--- src/rtl/fir_pkg.sv ---
// Shared types and width helpers for the sequential FIR MAC filter.
package fir_pkg;

  typedef enum logic [1:0] {
    IDLE,
    MAC,
    OUT
  } fir_state_t;

  function automatic int unsigned fir_acc_w(input int unsigned data_w,
                                            input int unsigned coef_w,
                                            input int unsigned ntaps);
    return data_w + coef_w + $clog2(ntaps);
  endfunction

endpackage

--- src/rtl/fir_round_sat.sv ---
// Round-half-up arithmetic shift of the accumulator, then clamp to the signed output range.
module fir_round_sat #(
  parameter int unsigned ACC_W     = 35,
  parameter int unsigned DATA_W    = 16,
  parameter int unsigned OUT_SHIFT = 15
) (
  input  logic signed [ACC_W-1:0]  acc,
  output logic signed [DATA_W-1:0] result
);

  localparam logic signed [ACC_W:0] RND =
    $signed({{ACC_W{1'b0}}, 1'b1} << (OUT_SHIFT - 1));
  localparam logic signed [ACC_W:0] MAX_EXT =
    $signed({{(ACC_W + 2 - DATA_W){1'b0}}, {(DATA_W - 1){1'b1}}});
  localparam logic signed [ACC_W:0] MIN_EXT =
    $signed({{(ACC_W + 2 - DATA_W){1'b1}}, {(DATA_W - 1){1'b0}}});

  logic signed [ACC_W:0] sum;
  logic signed [ACC_W:0] shifted;

  // One guard bit so the rounding constant can never wrap the sum.
  assign sum     = {acc[ACC_W-1], acc} + RND;
  assign shifted = sum >>> OUT_SHIFT;

  always_comb begin
    result = shifted[DATA_W-1:0];
    if (shifted > MAX_EXT)
      result = MAX_EXT[DATA_W-1:0];
    else if (shifted < MIN_EXT)
      result = MIN_EXT[DATA_W-1:0];
  end

endmodule

--- src/rtl/fir_mac_filter.sv ---
// Sequential FIR: one multiply-accumulate per clock over an NTAPS delay line,
// with loadable coefficients and valid/ready handshakes on input and output.
module fir_mac_filter
  import fir_pkg::*;
#(
  parameter int unsigned DATA_W    = 16,
  parameter int unsigned COEF_W    = 16,
  parameter int unsigned NTAPS     = 8,
  parameter int unsigned OUT_SHIFT = 15
) (
  input  logic                       clk,
  input  logic                       reset,
  input  logic                       coef_we,
  input  logic [$clog2(NTAPS)-1:0]   coef_addr,
  input  logic signed [COEF_W-1:0]   coef_data,
  output logic                       coef_drop,
  input  logic                       in_valid,
  output logic                       in_ready,
  input  logic signed [DATA_W-1:0]   in_data,
  output logic                       out_valid,
  input  logic                       out_ready,
  output logic signed [DATA_W-1:0]   out_data
);

  localparam int unsigned ACC_W  = fir_acc_w(DATA_W, COEF_W, NTAPS);
  localparam int unsigned AW     = $clog2(NTAPS);
  localparam int unsigned PROD_W = DATA_W + COEF_W;
  localparam logic [AW-1:0] LAST = AW'(NTAPS - 1);

  fir_state_t state, state_nxt;

  logic signed [DATA_W-1:0] dline [NTAPS];
  logic signed [COEF_W-1:0] coef  [NTAPS];
  logic signed [ACC_W-1:0]  acc;
  logic signed [ACC_W-1:0]  acc_sum;
  logic signed [PROD_W-1:0] prod;
  logic signed [DATA_W-1:0] rs_result;
  logic [AW-1:0]            k;
  logic                     accept;
  logic                     coef_ok;

  assign in_ready  = (state == IDLE);
  assign accept    = in_ready && in_valid;
  assign coef_ok   = coef_we && (state == IDLE);
  assign coef_drop = coef_we && (state != IDLE);

  assign prod    = PROD_W'(coef[k]) * PROD_W'(dline[k]);
  assign acc_sum = acc + {{(ACC_W - PROD_W){prod[PROD_W-1]}}, prod};

  // The last tap's sum is rounded straight from acc_sum so the result
  // lands in out_data on the same edge the FSM enters OUT.
  fir_round_sat #(
    .ACC_W    (ACC_W),
    .DATA_W   (DATA_W),
    .OUT_SHIFT(OUT_SHIFT)
  ) u_round_sat (
    .acc   (acc_sum),
    .result(rs_result)
  );

  always_comb begin
    state_nxt = state;
    case (state)
      IDLE:    if (in_valid)   state_nxt = MAC;
      MAC:     if (k == LAST)  state_nxt = OUT;
      OUT:     if (out_ready)  state_nxt = IDLE;
      default:                 state_nxt = IDLE;
    endcase
  end

  always_ff @(posedge clk or negedge reset) begin
    if (!reset) begin
      state     <= IDLE;
      out_valid <= 1'b0;
    end else begin
      state     <= state_nxt;
      out_valid <= (state_nxt == OUT);
    end
  end

  always_ff @(posedge clk or negedge reset) begin
    if (!reset) begin
      for (int unsigned i = 0; i < NTAPS; i++) begin
        dline[i] <= '0;
        coef[i]  <= '0;
      end
      acc      <= '0;
      k        <= '0;
      out_data <= '0;
    end else begin
      if (coef_ok)
        coef[coef_addr] <= coef_data;
      if (accept) begin
        dline[0] <= in_data;
        for (int unsigned i = 1; i < NTAPS; i++)
          dline[i] <= dline[i-1];
        acc <= '0;
        k   <= '0;
      end else if (state == MAC) begin
        acc <= acc_sum;
        k   <= k + 1'b1;
        if (k == LAST)
          out_data <= rs_result;
      end
    end
  end

endmodule

--- config.mk ---
export PLATFORM = sky130hd
export DESIGN_NAME = fir_mac_filter
export DESIGN_NICKNAME = d
export VERILOG_FILES = /design/src/rtl/fir_pkg.sv /design/src/rtl/fir_round_sat.sv /design/src/rtl/fir_mac_filter.sv
export SDC_FILE = /design/constraint.sdc
export NUM_CORES = 1
export LEC_CHECK = 0
export CAP_MARGIN = 20
export CELL_PAD_IN_SITES_DETAIL_PLACEMENT = 0
export CELL_PAD_IN_SITES_GLOBAL_PLACEMENT = 2
export CORE_MARGIN = 3
export CORE_UTILIZATION = 43
export CTS_BUF_LIST = sky130_fd_sc_hd__clkbuf_8
export DETAILED_ROUTE_END_ITERATION = 8
export PLACE_DENSITY = 0.9
export SETUP_SLACK_MARGIN = 0.3
export SYNTH_ARGS = -nofsm -noshare
export SYNTH_HDL_FRONTEND = slang
export SYNTH_HIERARCHICAL = 1
export SYNTH_SLANG_ARGS = --single-unit
--- constraint.sdc ---
create_clock -name clk -period 11.8 [get_ports clk]
set_input_delay 2.95 -clock clk [delete_from_list [all_inputs] [get_ports clk]]
set_output_delay 2.95 -clock clk [all_outputs]
set_load 0.1 [all_outputs]
==> results <==
==> sequential cells by signal, summed over array words and instances, names as in the netlist <==
name       flops
coef         128
dline        128
acc           35
out_data      16
k              3
state          2
out_valid      1
==> cell type report <==
type | count | area (sq um) | area share
inverters | 347 | 1303 | 0.04519
flip-flops and latches | 313 | 7839 | 0.2720
multi-input cells | 1820 | 16220 | 0.5627
clock inverters | 29 | 214.0 | 0.007423
repair buffers | 132 | 1270 | 0.04406
clock buffers | 74 | 1018 | 0.03533
well taps | 765 | 957.2 | 0.03321
diodes | 1 | 2.502 | 0.00008682
==> metrics by stage <==
step                      utilization  cells  setup WS, ps  cell area (sq um)
after floorplan                     -   2572         835.9              25660
after global placement         0.4711   3372         251.4              27490
after detailed placement       0.4711   3372         233.2              27490
after CTS                      0.4923   3475         329.1              28730
after global routing           0.4939   3481         259.0              28820
final                          0.4939   3481         753.2              28820
==> synth_stat cells (3+ instances only) <==
| cell type | n | area share |
|---|---|---|
| a21oi_1 | 58 | 0.011 |
| a31o_2 | 3 | 0.0010 |
| fa_1 | 263 | 0.21 |
| a21o_1 | 25 | 0.0073 |
| a21boi_0 | 3 | 0.00088 |
| a211o_1 | 3 | 0.0010 |
| clkbuf_1 | 77 | 0.011 |
| nor3_1 | 12 | 0.0023 |
| mux4_2 | 64 | 0.056 |
| o21bai_1 | 7 | 0.0020 |
| xor2_1 | 24 | 0.0082 |
| mux2_2 | 166 | 0.073 |
| nand2b_1 | 19 | 0.0046 |
| a21o_2 | 3 | 0.0010 |
| nand3_1 | 25 | 0.0049 |
| nor2b_1 | 7 | 0.0017 |
| o21ai_1 | 3 | 0.00058 |
| buf_1 | 9 | 0.0013 |
| ha_1 | 122 | 0.059 |
| a31oi_1 | 5 | 0.0012 |
| a22o_1 | 3 | 0.0010 |
| nor2_1 | 168 | 0.025 |
| xnor2_1 | 55 | 0.019 |
| mux2i_1 | 28 | 0.011 |
| o31ai_1 | 4 | 0.0012 |
| and3_1 | 11 | 0.0027 |
| o21a_1 | 10 | 0.0029 |
| a211oi_1 | 5 | 0.0015 |
| buf_2 | 4 | 0.00078 |
| nand4_1 | 6 | 0.0015 |
| o2bb2ai_1 | 8 | 0.0027 |
| inv_1 | 347 | 0.051 |
| o21ai_0 | 50 | 0.0098 |
| or2_2 | 7 | 0.0017 |
| a21oi_2 | 11 | 0.0038 |
| dfrtp_1 | 313 | 0.31 |
| nand2_1 | 605 | 0.088 |
==> kinds of logic after synthesis <==
family	share of synthesized area
xor+xnor	0.02696
compound gates	0.05875
flops	0.3052
simple gates	0.1396
fa+ha+maj	0.2647
buf+inv	0.06485
mux	0.1399
==> layout by cell type, fill, tap and decap left out, types with 7 or more instances in the layout <==
cell type and instances:
inv_1 359, clkinv_2 9, o21a_1 10, o2bb2ai_1 8, dfrtp_1 310, o21bai_1 7
clkdlybuf4s50_1 57, a21o_1 25, clkbuf_8 74, and3_1 11, o21ai_0 50, mux4_2 64
fa_1 261, a21oi_1 58, nor2_1 168, buf_4 63, nand2_1 604, nand3_1 25
a21oi_2 11, mux2_2 165, xnor2_1 54, buf_12 10, xor2_1 24, nor3_1 12
nand2b_1 19, or2_2 7, ha_1 122, mux2i_1 25
==> worst paths after layout <==
check / startpoint / end / slack (ps) / depth (start not counted)
max: k[0] / out_data[6] / 750 / 43
min: dline[12] / dline[12] / 480 / 2
max reg2reg: k[0] / out_data[6] / 750 / 43
min reg2reg: dline[12] / dline[12] / 480 / 2
max in group asynchronous: reset / coef[54] / 8030 / 2
min in group asynchronous: reset / out_data[1] / 2310 / 1
==> routing by layer <==
metal,global-route usage,share of wire
met1,0.2971,0.46
met3,0.04226,0.057
met2,0.3360,0.46
met4,0.05077,0.020
met5,0,0
==> what timing repair did <==
| action | 4_1_cts | 5_1_grt |
|---|---|---|
| pin swaps | 0 | 2 |
| setup buffers | 0 | 5 |
| setup endpoints to repair | 8 | 15 |
| gates resized for setup | 1 | 9 |
| endpoints found under the hold margin | 0 | 0 |
==> worst max-delay path, delay by kind of cell, from the launching register on <==
family,cells,cell delay [ps]
adders and majority gates,8,3830
muxes,3,900
AOI/OAI and AO/OA,11,2990
and+or+nand+nor,9,1340
DFF,1,430
buffers and inverters,9,1080
xor gates and xnor gates,3,410
==> run_results.csv <==
group,metric,value,unit
timing,slew_violations,0,
worst_setup_path,startpoint_type,"flop",
finish,drive_above_1_share,0.1654,
run_status,status,"finished, final reports clean",
synth,async_flop_share,1.000,
synth,synth-edff-count,0,
die,rows,88,
clocking,clockBufferDepth,3,
synth,synth_cells,2572,
worst_setup_path,cp_max_fo,15,
timing,rsz0062_at_grt,"yes",
route,routedWlPerCell,18.68,microns
worst_setup_path,critical_path.most_common_cell,"fa_1",
synth,avgSynthCellArea,9.977,sq um
worst_setup_path,end_kind,"flop",
route,antenna_left,0,
synth,netlist_area,25660,sq um
clocking,cts_buffers,55,
timing,max_freq,90.52,MHz
worst_setup_path,cp.arrival,11640,ps
route,drc,0,
route,routed_wl,65020,microns
timing,fin_crit_sh,0.9362,
timing,finalCriticalPeriod,11050,ps
hold_path,hold_path_class,"reg -> reg",
clocking,clk_latency,660,ps
timing,relSlewSlack,0.2789,
timing,worst_slew_pin_slew,1082,ps
global_route,grtUsageTotal,0.2106,
synth,yosys_warnings,6,
synth,seq_area_frac_synth,0.3052,
flow_run,maxCapViolations,0,
route,drt-vias-per-instance,5.235,
clocking,hold_buffers,0,
timing,setup-tns-final,0,ps
global_route,grt_first_pass_wirelength,105300,microns
clocking,cts_sinks,313,
worst_setup_path,critPathMaxStageDelay,570,ps
finish,fillers,5424,
clocking,cts-root-buf,"clkbuf_8",
global_route,antenna_found_initial,1,
timing,setup_viol,0,
die,start_util,0.4398,
clocking,cts.htree.levels,2,
die,die_h,250.3,microns
global_route,grt_max_degree,167,
die,ios,59,
global_route,grt-ovfl-total,0,
route,num_vias,18220,
die,fp.dieW,250.3,microns
timing,skew,34.50,ps
synth,synthDistinctLibCells,68,
synth,syn-num-nets,2997,
route,drtIter0Drc,1121,
clocking,cts.clk_slew.worst_paths,60,ps
synth,ys.flop_type,"dfrtp_1",
place,hpwl,48500,microns
timing,hold_violations,0,
die,core_area,58360,sq um
die,dieArea,62650,sq um
finish,syn_to_final_growth,12.32,%
synth,synth-seq-cells,313,
timing,holdWs,475.6,ps
worst_setup_path,cp.required,12390,ps
place,gp_congestion,0.9351,
worst_setup_path,crit_type,"reg -> reg",
route,drt-pass1-iter-count,6,
global_route,grt_pass1_vias,19150,
worst_setup_path,crit_path_top_delay_cell,"fa_1",
finish,nets,3094,
clocking,cts_tree,"done",
place,portBuffers,58,
Power of run 1 is left out: the tool's default activity adds up to more than one toggle a clock period on the data nets, which glitch-free logic cannot reach.
